`src/rtl/load_store_unit_if.sv`:
```
// ---------------------------------------------------------------------------
// load_store_unit_if
// Groups the datapath request/response handshake and the req/ack data-memory
// port of the load/store unit into one bundle.
//   slave  modport : the load/store unit's view (requests in, memory out)
//   master modport : the environment's view (datapath + memory model)
// Signals:
//   lsu_valid/lsu_write/lsu_funct3/lsu_addr/lsu_wdata : request from datapath
//   lsu_ready/lsu_stall/lsu_done/lsu_rdata/lsu_fault/lsu_fault_cause : status
//   mem_req/mem_we/mem_addr/mem_wdata/mem_wstrb : memory request
//   mem_ack/mem_rdata : memory response
// ---------------------------------------------------------------------------
interface load_store_unit_if #(
    parameter int WORDSIZE = 64
);
    logic                lsu_valid;
    logic                lsu_write;
    logic [2:0]          lsu_funct3;
    logic [WORDSIZE-1:0] lsu_addr;
    logic [WORDSIZE-1:0] lsu_wdata;
    logic                lsu_ready;
    logic                lsu_stall;
    logic                lsu_done;
    logic [WORDSIZE-1:0] lsu_rdata;
    logic                lsu_fault;
    logic [1:0]          lsu_fault_cause;
    logic                mem_req;
    logic                mem_we;
    logic [WORDSIZE-1:0] mem_addr;
    logic [WORDSIZE-1:0] mem_wdata;
    logic [7:0]          mem_wstrb;
    logic                mem_ack;
    logic [WORDSIZE-1:0] mem_rdata;

    modport slave (
        input  lsu_valid, lsu_write, lsu_funct3, lsu_addr, lsu_wdata,
        input  mem_ack, mem_rdata,
        output lsu_ready, lsu_stall, lsu_done, lsu_rdata, lsu_fault, lsu_fault_cause,
        output mem_req, mem_we, mem_addr, mem_wdata, mem_wstrb
    );

    modport master (
        output lsu_valid, lsu_write, lsu_funct3, lsu_addr, lsu_wdata,
        output mem_ack, mem_rdata,
        input  lsu_ready, lsu_stall, lsu_done, lsu_rdata, lsu_fault, lsu_fault_cause,
        input  mem_req, mem_we, mem_addr, mem_wdata, mem_wstrb
    );
endinterface

```
`src/rtl/load_store_unit.sv`:
```
// ---------------------------------------------------------------------------
// load_store_unit
// Accepts one load/store per handshake from the execute stage, issues it on a
// variable-latency req/ack memory port with 8-byte-aligned addressing and byte
// strobes, stalls the datapath until completion, and returns a sign- or
// zero-extended load result or a fault (misaligned, illegal funct3, timeout).
// Ports:
//   clk  : rising-edge clock
//   rst  : asynchronous active-high reset
//   bus  : load_store_unit_if.slave (datapath handshake + memory port)
// Parameters:
//   WORDSIZE : data/address width (byte-lane logic assumes 64)
//   MAX_WAIT : cycles mem_req may stay unacknowledged before a timeout fault
// ---------------------------------------------------------------------------
module load_store_unit #(
    parameter int WORDSIZE = 64,
    parameter int MAX_WAIT = 255
) (
    input  logic                    clk,
    input  logic                    rst,
    load_store_unit_if.slave        bus
);

    localparam int WAIT_W = (MAX_WAIT > 1) ? $clog2(MAX_WAIT) : 1;
    localparam logic [WAIT_W-1:0] WAIT_LAST = WAIT_W'(MAX_WAIT - 1);

    localparam logic [1:0] CAUSE_NONE     = 2'b00;
    localparam logic [1:0] CAUSE_MISALIGN = 2'b01;
    localparam logic [1:0] CAUSE_ILLEGAL  = 2'b10;
    localparam logic [1:0] CAUSE_TIMEOUT  = 2'b11;

    typedef enum logic [1:0] {
        IDLE,
        REQ,
        DONE
    } state_t;

    state_t              state_q, state_d;
    logic                req_q, req_d;
    logic                we_q, we_d;
    logic [WORDSIZE-1:0] addr_q, addr_d;
    logic [WORDSIZE-1:0] wdata_q, wdata_d;
    logic [7:0]          wstrb_q, wstrb_d;
    logic [1:0]          size_q, size_d;
    logic                uns_q, uns_d;
    logic [2:0]          off_q, off_d;
    logic [WAIT_W-1:0]   wait_q, wait_d;
    logic [WORDSIZE-1:0] rdata_q, rdata_d;
    logic                fault_q, fault_d;
    logic [1:0]          cause_q, cause_d;

    logic [2:0]          req_off;
    logic [1:0]          req_size;
    logic                req_illegal;
    logic                req_misaligned;
    logic [7:0]          req_strb;
    logic [WORDSIZE-1:0] req_wdata;
    logic [WORDSIZE-1:0] ld_shifted;
    logic [WORDSIZE-1:0] ld_result;

    // Decode the incoming request: size, legality, alignment and the
    // lane-shifted store data/strobe it would put on the bus.
    always_comb begin
        req_off        = bus.lsu_addr[2:0];
        req_size       = bus.lsu_funct3[1:0];
        // Stores have no unsigned variants, so any funct3[2] is illegal there.
        req_illegal    = bus.lsu_write ? bus.lsu_funct3[2] : (bus.lsu_funct3 == 3'b111);
        req_misaligned = 1'b0;
        req_strb       = 8'h00;
        case (req_size)
            2'b00: begin
                req_misaligned = 1'b0;
                req_strb       = 8'h01;
            end
            2'b01: begin
                req_misaligned = req_off[0];
                req_strb       = 8'h03;
            end
            2'b10: begin
                req_misaligned = |req_off[1:0];
                req_strb       = 8'h0F;
            end
            default: begin
                req_misaligned = |req_off;
                req_strb       = 8'hFF;
            end
        endcase
        req_strb  = req_strb << req_off;
        req_wdata = bus.lsu_wdata << {req_off, 3'b000};
    end

    // Align the returned memory word to the accessed bytes and extend it.
    always_comb begin
        ld_shifted = bus.mem_rdata >> {off_q, 3'b000};
        ld_result  = ld_shifted;
        case (size_q)
            2'b00:   ld_result = uns_q ? {{(WORDSIZE-8){1'b0}}, ld_shifted[7:0]}
                                       : {{(WORDSIZE-8){ld_shifted[7]}}, ld_shifted[7:0]};
            2'b01:   ld_result = uns_q ? {{(WORDSIZE-16){1'b0}}, ld_shifted[15:0]}
                                       : {{(WORDSIZE-16){ld_shifted[15]}}, ld_shifted[15:0]};
            2'b10:   ld_result = uns_q ? {{(WORDSIZE-32){1'b0}}, ld_shifted[31:0]}
                                       : {{(WORDSIZE-32){ld_shifted[31]}}, ld_shifted[31:0]};
            default: ld_result = ld_shifted;
        endcase
    end

    // Next-state logic for the IDLE -> REQ -> DONE sequence and everything
    // captured along the way.
    always_comb begin
        state_d = state_q;
        req_d   = req_q;
        we_d    = we_q;
        addr_d  = addr_q;
        wdata_d = wdata_q;
        wstrb_d = wstrb_q;
        size_d  = size_q;
        uns_d   = uns_q;
        off_d   = off_q;
        wait_d  = wait_q;
        rdata_d = rdata_q;
        fault_d = fault_q;
        cause_d = cause_q;

        case (state_q)
            IDLE: begin
                if (bus.lsu_valid) begin
                    if (req_illegal || req_misaligned) begin
                        // Illegal funct3 outranks misalignment; no memory access.
                        state_d = DONE;
                        fault_d = 1'b1;
                        cause_d = req_illegal ? CAUSE_ILLEGAL : CAUSE_MISALIGN;
                    end else begin
                        state_d = REQ;
                        req_d   = 1'b1;
                        we_d    = bus.lsu_write;
                        addr_d  = {bus.lsu_addr[WORDSIZE-1:3], 3'b000};
                        wdata_d = bus.lsu_write ? req_wdata : '0;
                        wstrb_d = bus.lsu_write ? req_strb : 8'h00;
                        size_d  = req_size;
                        uns_d   = bus.lsu_funct3[2];
                        off_d   = req_off;
                        wait_d  = '0;
                        fault_d = 1'b0;
                        cause_d = CAUSE_NONE;
                    end
                end
            end
            REQ: begin
                // An ack in the final allowed cycle still completes normally.
                if (bus.mem_ack) begin
                    state_d = DONE;
                    req_d   = 1'b0;
                    if (!we_q) begin
                        rdata_d = ld_result;
                    end
                end else if (wait_q == WAIT_LAST) begin
                    state_d = DONE;
                    req_d   = 1'b0;
                    fault_d = 1'b1;
                    cause_d = CAUSE_TIMEOUT;
                end else begin
                    wait_d = wait_q + 1'b1;
                end
            end
            default: begin
                state_d = IDLE;
                fault_d = 1'b0;
                cause_d = CAUSE_NONE;
            end
        endcase
    end

    // State register; reset also drops mem_req immediately mid-transaction.
    always_ff @(posedge clk or posedge rst) begin
        if (rst) begin
            state_q <= IDLE;
            req_q   <= 1'b0;
            we_q    <= 1'b0;
            addr_q  <= '0;
            wdata_q <= '0;
            wstrb_q <= 8'h00;
            size_q  <= 2'b00;
            uns_q   <= 1'b0;
            off_q   <= 3'b000;
            wait_q  <= '0;
            rdata_q <= '0;
            fault_q <= 1'b0;
            cause_q <= CAUSE_NONE;
        end else begin
            state_q <= state_d;
            req_q   <= req_d;
            we_q    <= we_d;
            addr_q  <= addr_d;
            wdata_q <= wdata_d;
            wstrb_q <= wstrb_d;
            size_q  <= size_d;
            uns_q   <= uns_d;
            off_q   <= off_d;
            wait_q  <= wait_d;
            rdata_q <= rdata_d;
            fault_q <= fault_d;
            cause_q <= cause_d;
        end
    end

    assign bus.lsu_ready       = (state_q == IDLE);
    assign bus.lsu_stall       = ((state_q == IDLE) && bus.lsu_valid) || (state_q == REQ);
    assign bus.lsu_done        = (state_q == DONE);
    assign bus.lsu_rdata       = rdata_q;
    assign bus.lsu_fault       = (state_q == DONE) && fault_q;
    assign bus.lsu_fault_cause = (state_q == DONE) ? cause_q : CAUSE_NONE;
    assign bus.mem_req         = req_q;
    assign bus.mem_we          = we_q;
    assign bus.mem_addr        = addr_q;
    assign bus.mem_wdata       = wdata_q;
    assign bus.mem_wstrb       = wstrb_q;

endmodule

```
`src/flat_wrapper.sv`:
```
// flat-port wrapper written by rule: the top's interface ports become plain ports
module load_store_unit_flat 
#(
    parameter int WORDSIZE = 64,
    parameter int MAX_WAIT = 255
)
  (clk, rst, bus_lsu_valid, bus_lsu_write, bus_lsu_funct3, bus_lsu_addr, bus_lsu_wdata, bus_mem_ack, bus_mem_rdata, bus_lsu_ready, bus_lsu_stall, bus_lsu_done, bus_lsu_rdata, bus_lsu_fault, bus_lsu_fault_cause, bus_mem_req, bus_mem_we, bus_mem_addr, bus_mem_wdata, bus_mem_wstrb);
  load_store_unit_if #(.WORDSIZE(WORDSIZE)) bus_i ();
  input  logic clk;
  input  logic rst;
  input wire logic [$bits(bus_i.lsu_valid)-1:0] bus_lsu_valid;
  input wire logic [$bits(bus_i.lsu_write)-1:0] bus_lsu_write;
  input wire logic [$bits(bus_i.lsu_funct3)-1:0] bus_lsu_funct3;
  input wire logic [$bits(bus_i.lsu_addr)-1:0] bus_lsu_addr;
  input wire logic [$bits(bus_i.lsu_wdata)-1:0] bus_lsu_wdata;
  input wire logic [$bits(bus_i.mem_ack)-1:0] bus_mem_ack;
  input wire logic [$bits(bus_i.mem_rdata)-1:0] bus_mem_rdata;
  output wire logic [$bits(bus_i.lsu_ready)-1:0] bus_lsu_ready;
  output wire logic [$bits(bus_i.lsu_stall)-1:0] bus_lsu_stall;
  output wire logic [$bits(bus_i.lsu_done)-1:0] bus_lsu_done;
  output wire logic [$bits(bus_i.lsu_rdata)-1:0] bus_lsu_rdata;
  output wire logic [$bits(bus_i.lsu_fault)-1:0] bus_lsu_fault;
  output wire logic [$bits(bus_i.lsu_fault_cause)-1:0] bus_lsu_fault_cause;
  output wire logic [$bits(bus_i.mem_req)-1:0] bus_mem_req;
  output wire logic [$bits(bus_i.mem_we)-1:0] bus_mem_we;
  output wire logic [$bits(bus_i.mem_addr)-1:0] bus_mem_addr;
  output wire logic [$bits(bus_i.mem_wdata)-1:0] bus_mem_wdata;
  output wire logic [$bits(bus_i.mem_wstrb)-1:0] bus_mem_wstrb;
  assign bus_i.lsu_valid = bus_lsu_valid;
  assign bus_i.lsu_write = bus_lsu_write;
  assign bus_i.lsu_funct3 = bus_lsu_funct3;
  assign bus_i.lsu_addr = bus_lsu_addr;
  assign bus_i.lsu_wdata = bus_lsu_wdata;
  assign bus_i.mem_ack = bus_mem_ack;
  assign bus_i.mem_rdata = bus_mem_rdata;
  assign bus_lsu_ready = bus_i.lsu_ready;
  assign bus_lsu_stall = bus_i.lsu_stall;
  assign bus_lsu_done = bus_i.lsu_done;
  assign bus_lsu_rdata = bus_i.lsu_rdata;
  assign bus_lsu_fault = bus_i.lsu_fault;
  assign bus_lsu_fault_cause = bus_i.lsu_fault_cause;
  assign bus_mem_req = bus_i.mem_req;
  assign bus_mem_we = bus_i.mem_we;
  assign bus_mem_addr = bus_i.mem_addr;
  assign bus_mem_wdata = bus_i.mem_wdata;
  assign bus_mem_wstrb = bus_i.mem_wstrb;
  load_store_unit #(.WORDSIZE(WORDSIZE), .MAX_WAIT(MAX_WAIT)) u_core (.clk(clk), .rst(rst), .bus(bus_i));
endmodule
```
`config.mk`:
```
export PLATFORM = sky130hd
export DESIGN_NAME = load_store_unit_flat
export DESIGN_NICKNAME = d
export VERILOG_FILES = /design/src/rtl/load_store_unit_if.sv /design/src/rtl/load_store_unit.sv /design/src/flat_wrapper.sv
export SDC_FILE = /design/constraint.sdc
export NUM_CORES = 1
export LEC_CHECK = 0
export CAP_MARGIN = 20
export CORE_AREA = 2 2 158 160
export DETAILED_ROUTE_END_ITERATION = 16
export DIE_AREA = 0 0 160 162
export DONT_BUFFER_PORTS = 1
export REMOVE_ABC_BUFFERS = 1
export SYNTH_ARGS = -nofsm -noshare
export SYNTH_HDL_FRONTEND = slang
export SYNTH_SLANG_ARGS = --single-unit
export TNS_END_PERCENT = 10
```
`constraint.sdc`:
```
create_clock -name clk -period 17.9 [get_ports clk]
set_clock_uncertainty 0.1 [all_clocks]
set_input_delay 3.58 -clock clk [delete_from_list [all_inputs] [get_ports clk]]
set_output_delay 3.58 -clock clk [all_outputs]
set_load 0.01 [all_outputs]
```
======== Word level (Yosys, flattened, before mapping) ========
Index checks and enable logic that the tools add are counted.
cells by class
  multiplexer cells ....................... 36
  $add $sub $neg .......................... 1
  multipliers ............................. 0
  bitwise gates (word level) .............. 2
  reductions and logical operators ........ 16
  eq/ne operators ......................... 14
  divide/modulo/power cells ............... 0
  magnitude comparators ................... 0
  shift-type cells ........................ 3
operators with widths
  cell                   number
  $mux W64               4
  $pmux W64 S3           1
  $shl A64 B6 Y64        1
  $shr A64 B6 Y64        1
  $mux W8                5
  $pmux W8 S3            1
  $mux W2                10
  $pmux W8 S2            1
  $mux W1                9
  $reduce_and A3 Y1      3
  $add A8 B1 Y8 const B  1
  $eq A8 B8 Y1 const B   1
  $ne A2 B2 Y1 const B   4
  $pmux W2 S2            2
  $shl A8 B3 Y8          1
  $eq A2 B1 Y1 const B   3
  $eq A2 B2 Y1 const B   3
  $logic_not A2 Y1       3
  $reduce_and A5 Y1      1
  $pmux W1 S2            2
  $reduce_and A4 Y1      1
  $eq A3 B3 Y1 const B   1
  $ne A3 B2 Y1 const B   1
  $pmux W1 S3            1
  other kinds (8)        11
word-level totals
  register bits after elaboration ......... 218
  latch bits .............................. 0
  logic and storage cells ................. 85
  memories kept ........................... 0
  ROM bits ................................ 0
  output and inout port bits .............. 208
  bits in writable memories ............... 0
  bits of input ports ..................... 200

======== Longest topological paths before layout ========
  word-level depth ........................ 6
  depth in mapped cells ................... 9
  gate-level depth less buffers ........... 7

======== Worst setup path before layout ========
OpenSTA, ideal clock, no wires.
  path kind ............................... input to output
  from .................................... in bus_lsu_valid
  to ...................................... out bus_lsu_stall
  path buffers ............................ 0
  stages .................................. 2
  required time ........................... 14.220 ns
  setup slack ............................. 10.455 ns
  data arrival time ....................... 3.765 ns
  cell sequence ........................... nor2_1 nor2_1
between the ends
  longest elaborated chain between the ends .. 2
ends and longest elaborated chain
  element              line                    source
  start, declared      flat_wrapper.sv:11      input wire logic [$bits(bus_i.lsu_valid)-1:0] bus_lsu_valid;
  $logic_and A1 B1 Y1  load_store_unit.sv:207  assign bus.lsu_stall = ((state_q == IDLE) && bus.lsu_valid) || (state_q == REQ);
  $logic_or A1 B1 Y1   load_store_unit.sv:207
  end, declared        flat_wrapper.sv:19      output wire logic [$bits(bus_i.lsu_stall)-1:0] bus_lsu_stall;
No other way between the ends.

======== Worst setup path in the final report ========
Same ends and word-level chain as after synthesis.

==> flow_summary.ini <==
[finish]
final_nets = 1433
area_delta_synth_final_pct = 6.59
final_common_cell = nand2_1
drive_gt1_frac = 0.101
antenna-diode-count = 0
final_util = 0.531
final_cell_mix = nand2_1, dfrtp_1, nor2_1

[routing]
wl_per_cell_um = 22.0
vias = 9352
drc = 0
wl_met1_um = 13100
detail_route.vias_per_cell = 5.95
postRouteAntennaNets = 0
first_pass_iters = 5
highest_layer = met4
wl_um = 34600
drtIter0Drc = 672
wl_met3_um = 3530
route.met2.wl_um = 17300

[pwr]
vdd_drop_max_v = 0.0000721
power_switching_mw = 0.701
powerDensity_nw_per_um2 = 145
comb_power_share = 0.257
seqPwrFrac = 0.473
intPower_mw = 1.16
leakage_nw = 5.70
switching_share = 0.377
total_power_mw = 1.86
power_frac_clock = 0.270

[sta]
min_period_ns = 7.48
drv_slew = 0
min_period_over_period = 0.418
finalSetupViolations = 0
slew_headroom = 0.304
tightest_slew_ns = 1.03
holdWs_ns = 0.386
fmax_mhz = 134
hold_viol_final = 0
rsz0062_at_grt = no
tns_ns = 0

[setup_path]
worstPathRequired_ns = 14.22
cp_common_cell = nor2_1
cp_slowest_cell = nor2_1
cp_num_buf_inv = 0
start_kind = input pin
path_delay_family = simple AND/OR/NAND/NOR gates
path_cells = nor2_1 > nor2_1
path_class = input pin to primary output
end_kind = primary output
cp_max_fo = 4
slowest_delay_ns = 0.20
worstPathArrival_ns = 3.80

[floorplanning]
start_util = 0.498
fp.dieArea_um2 = 25900
rows = 57
top_level_ports = 408
dieWidth_um = 160
coreArea_um2 = 24100
chipHeight_um = 162

[synth]
synth-adder-area-share = 0.00209
synth.avg_cell_area_um2 = 9.22
synthArstFlopShare = 1.00
ys.flop_type = dfrtp_1
yosysWarningCount = 0
synth_edf_count = 0
synth_simple_gate_area_frac = 0.190
synth_compound_area_frac = 0.150
synth_top_family_by_area = simple AND/OR/NAND/NOR gates
yosys.cell_types.count = 60
ys_ff_latch = 218
postSynthCellCount = 1301
synth-xor-area-share = 0.00438
syn_area_um2 = 12000
synth.area.mux_share = 0.149
ys_seq_area_frac = 0.455

[clock_network]
clk-insertion-delay-late_ns = 0.53
cts_num_sinks = 218
htreeDepth = 1
root_buffer = clkbuf_16
cts_tree = yes
cts_resized = 0
postCtsHoldBufs = 0
post_cts_buffers = 0
cts_max_path_buffers = 3
cts_inserted_buffers = 24
clkTransAtPathRegs_ns = 0.06

[global_routing]
grt_max_degree = 143
grt_pass1_vias = 9448
grt.total_usage = 0.261
grt_overflow_total = 0
grt_pass1_wl_um = 54100
antenna_found_initial = 0

[placement]
hpwl_um = 23400
gp_congestion = 0.824
io_buffer_count = 0

[outcome]
status = finished, final reports clean

[min_path]
hold_path.class = register to register

[run]
max-cap-violations = 0
-- sequential cells by signal, indices dropped and copies added, names as in the netlist --
name                  cells
u_core.cause_q            2
u_core.size_q             2
u_core.off_q              3
u_core.bus.mem_wstrb      8
u_core.bus.lsu_rdata     64
u_core.bus.mem_wdata     64
u_core.bus.mem_req        1
u_core.bus.mem_addr      61
u_core.wait_q             8
u_core.uns_q              1
u_core.fault_q            1
u_core.state_q            2
u_core.bus.mem_we         1
-- final cells by class --
cell class | count | area (um^2)
clock buffers | 34 | 688
clock inverters | 8 | 101
fillers | 2278 | 11300
inverters | 17 | 71.3
multi-input cells | 958 | 5970
flip-flops and latches | 218 | 5460
well taps | 324 | 405
repair buffers | 12 | 93.8
-- stage by stage --
| step | std cells | setup WS (ns) | instance area (um^2) |
|---|---|---|---|
| 2_1_floorplan | 1193 | 6.97 | 11500 |
| 3_3_place_gp | 1528 | 10.42 | 12000 |
| 3_5_place_dp | 1528 | 10.42 | 12000 |
| 4_1_cts | 1570 | 10.42 | 12800 |
| 5_1_grt | 1571 | 10.41 | 12800 |
| 6_report | 1571 | 10.42 | 12800 |
-- layer usage --
layer | track usage | up-vias
met4 | 0.0586 | 0
met2 | 0.449 | 383
met1 | 0.318 | 4540
li1 | - | 4384
met5 | 0 | -
met3 | 0.0899 | 45
-- kinds of logic (layout without fill, tap and decap cells) --
| logic type | Yosys count | count (layout) |
|---|---|---|
| and+or+nand+nor | 537 | 537 |
| AOI/OAI and AO/OA | 273 | 273 |
| DFF | 218 | 218 |
| muxes | 137 | 137 |
| buffers and inverters | 127 | 71 |
| xor gates and xnor gates | 6 | 6 |
| adders and majority gates | 2 | 2 |
| other | 1 | 3 |
-- worst reg2reg max path, cell delays in order (launching register included) --
cell      delay [ns]
dfrtp_4         0.62
buf_4           0.63
nand2b_1        0.39
nor2_1          0.30
nor4b_4         0.11
nor3b_4         0.54
buf_4           0.40
a31oi_1         0.13
-- Yosys cell counts, types with 2 or more instances --
master / count / area, um^2
o2bb2ai_1: 13 / 114
mux2i_1: 78 / 781
nand3_1: 19 / 95.1
nand2b_1: 10 / 62.6
buf_4: 9 / 67.6
ha_1: 2 / 25.0
nor3b_2: 2 / 25.0
nor2b_1: 23 / 144
o22ai_1: 13 / 81.3
nor3b_1: 2 / 15.0
mux2_2: 28 / 315
nand2_1: 340 / 1280
nor2_1: 105 / 394
xor2_1: 6 / 52.6
dfrtp_1: 218 / 5460
buf_1: 9 / 33.8
nand4_1: 4 / 25.0
or2_2: 2 / 12.5
and3_1: 3 / 18.8
o22a_1: 4 / 35.0
o31ai_1: 8 / 60.1
nor3_1: 7 / 35.0
buf_6: 3 / 33.8
a211oi_1: 22 / 165
buf_2: 51 / 255
a31oi_1: 48 / 300
a21oi_1: 57 / 285
o21ai_0: 48 / 240
or3_1: 2 / 12.5
mux4_2: 30 / 676
inv_1: 17 / 63.8
o32ai_1: 4 / 35.0
and2_1: 5 / 31.3
or2b_1: 3 / 22.5
o211ai_1: 12 / 90.1
a22o_1: 33 / 289
clkbuf_1: 38 / 143
-- path summary, 6_finish.rpt --
check / cells past startpoint / slack (ns) / start / to
worst max-delay path: 2 / 10.42 / bus_lsu_valid / bus_lsu_stall
worst min-delay path: 2 / 0.39 / u_core.off_q[1] / u_core.off_q[1]
worst max register to register: 7 / 14.52 / u_core.off_q[0] / u_core.bus.lsu_rdata[51]
worst min register to register: 2 / 0.39 / u_core.off_q[1] / u_core.off_q[1]
max in group asynchronous: 2 / 13.08 / rst / u_core.bus.lsu_rdata[38]
min in group asynchronous: 1 / 3.01 / rst / u_core.bus.mem_addr[9]
-- power by group through the flow --
stage	sequential, mW	combinational [mW]	clock [mW]
6_report	0.879	0.477	0.502
5_1_grt	0.900	0.541	0.530
4_1_cts	0.882	0.480	0.512
3_5_place_dp	0.890	0.479	0
3_3_place_gp	0.887	0.467	0
2_1_floorplan	0.859	0.363	0
No activity file was read; power rests on OpenSTA's default activity.
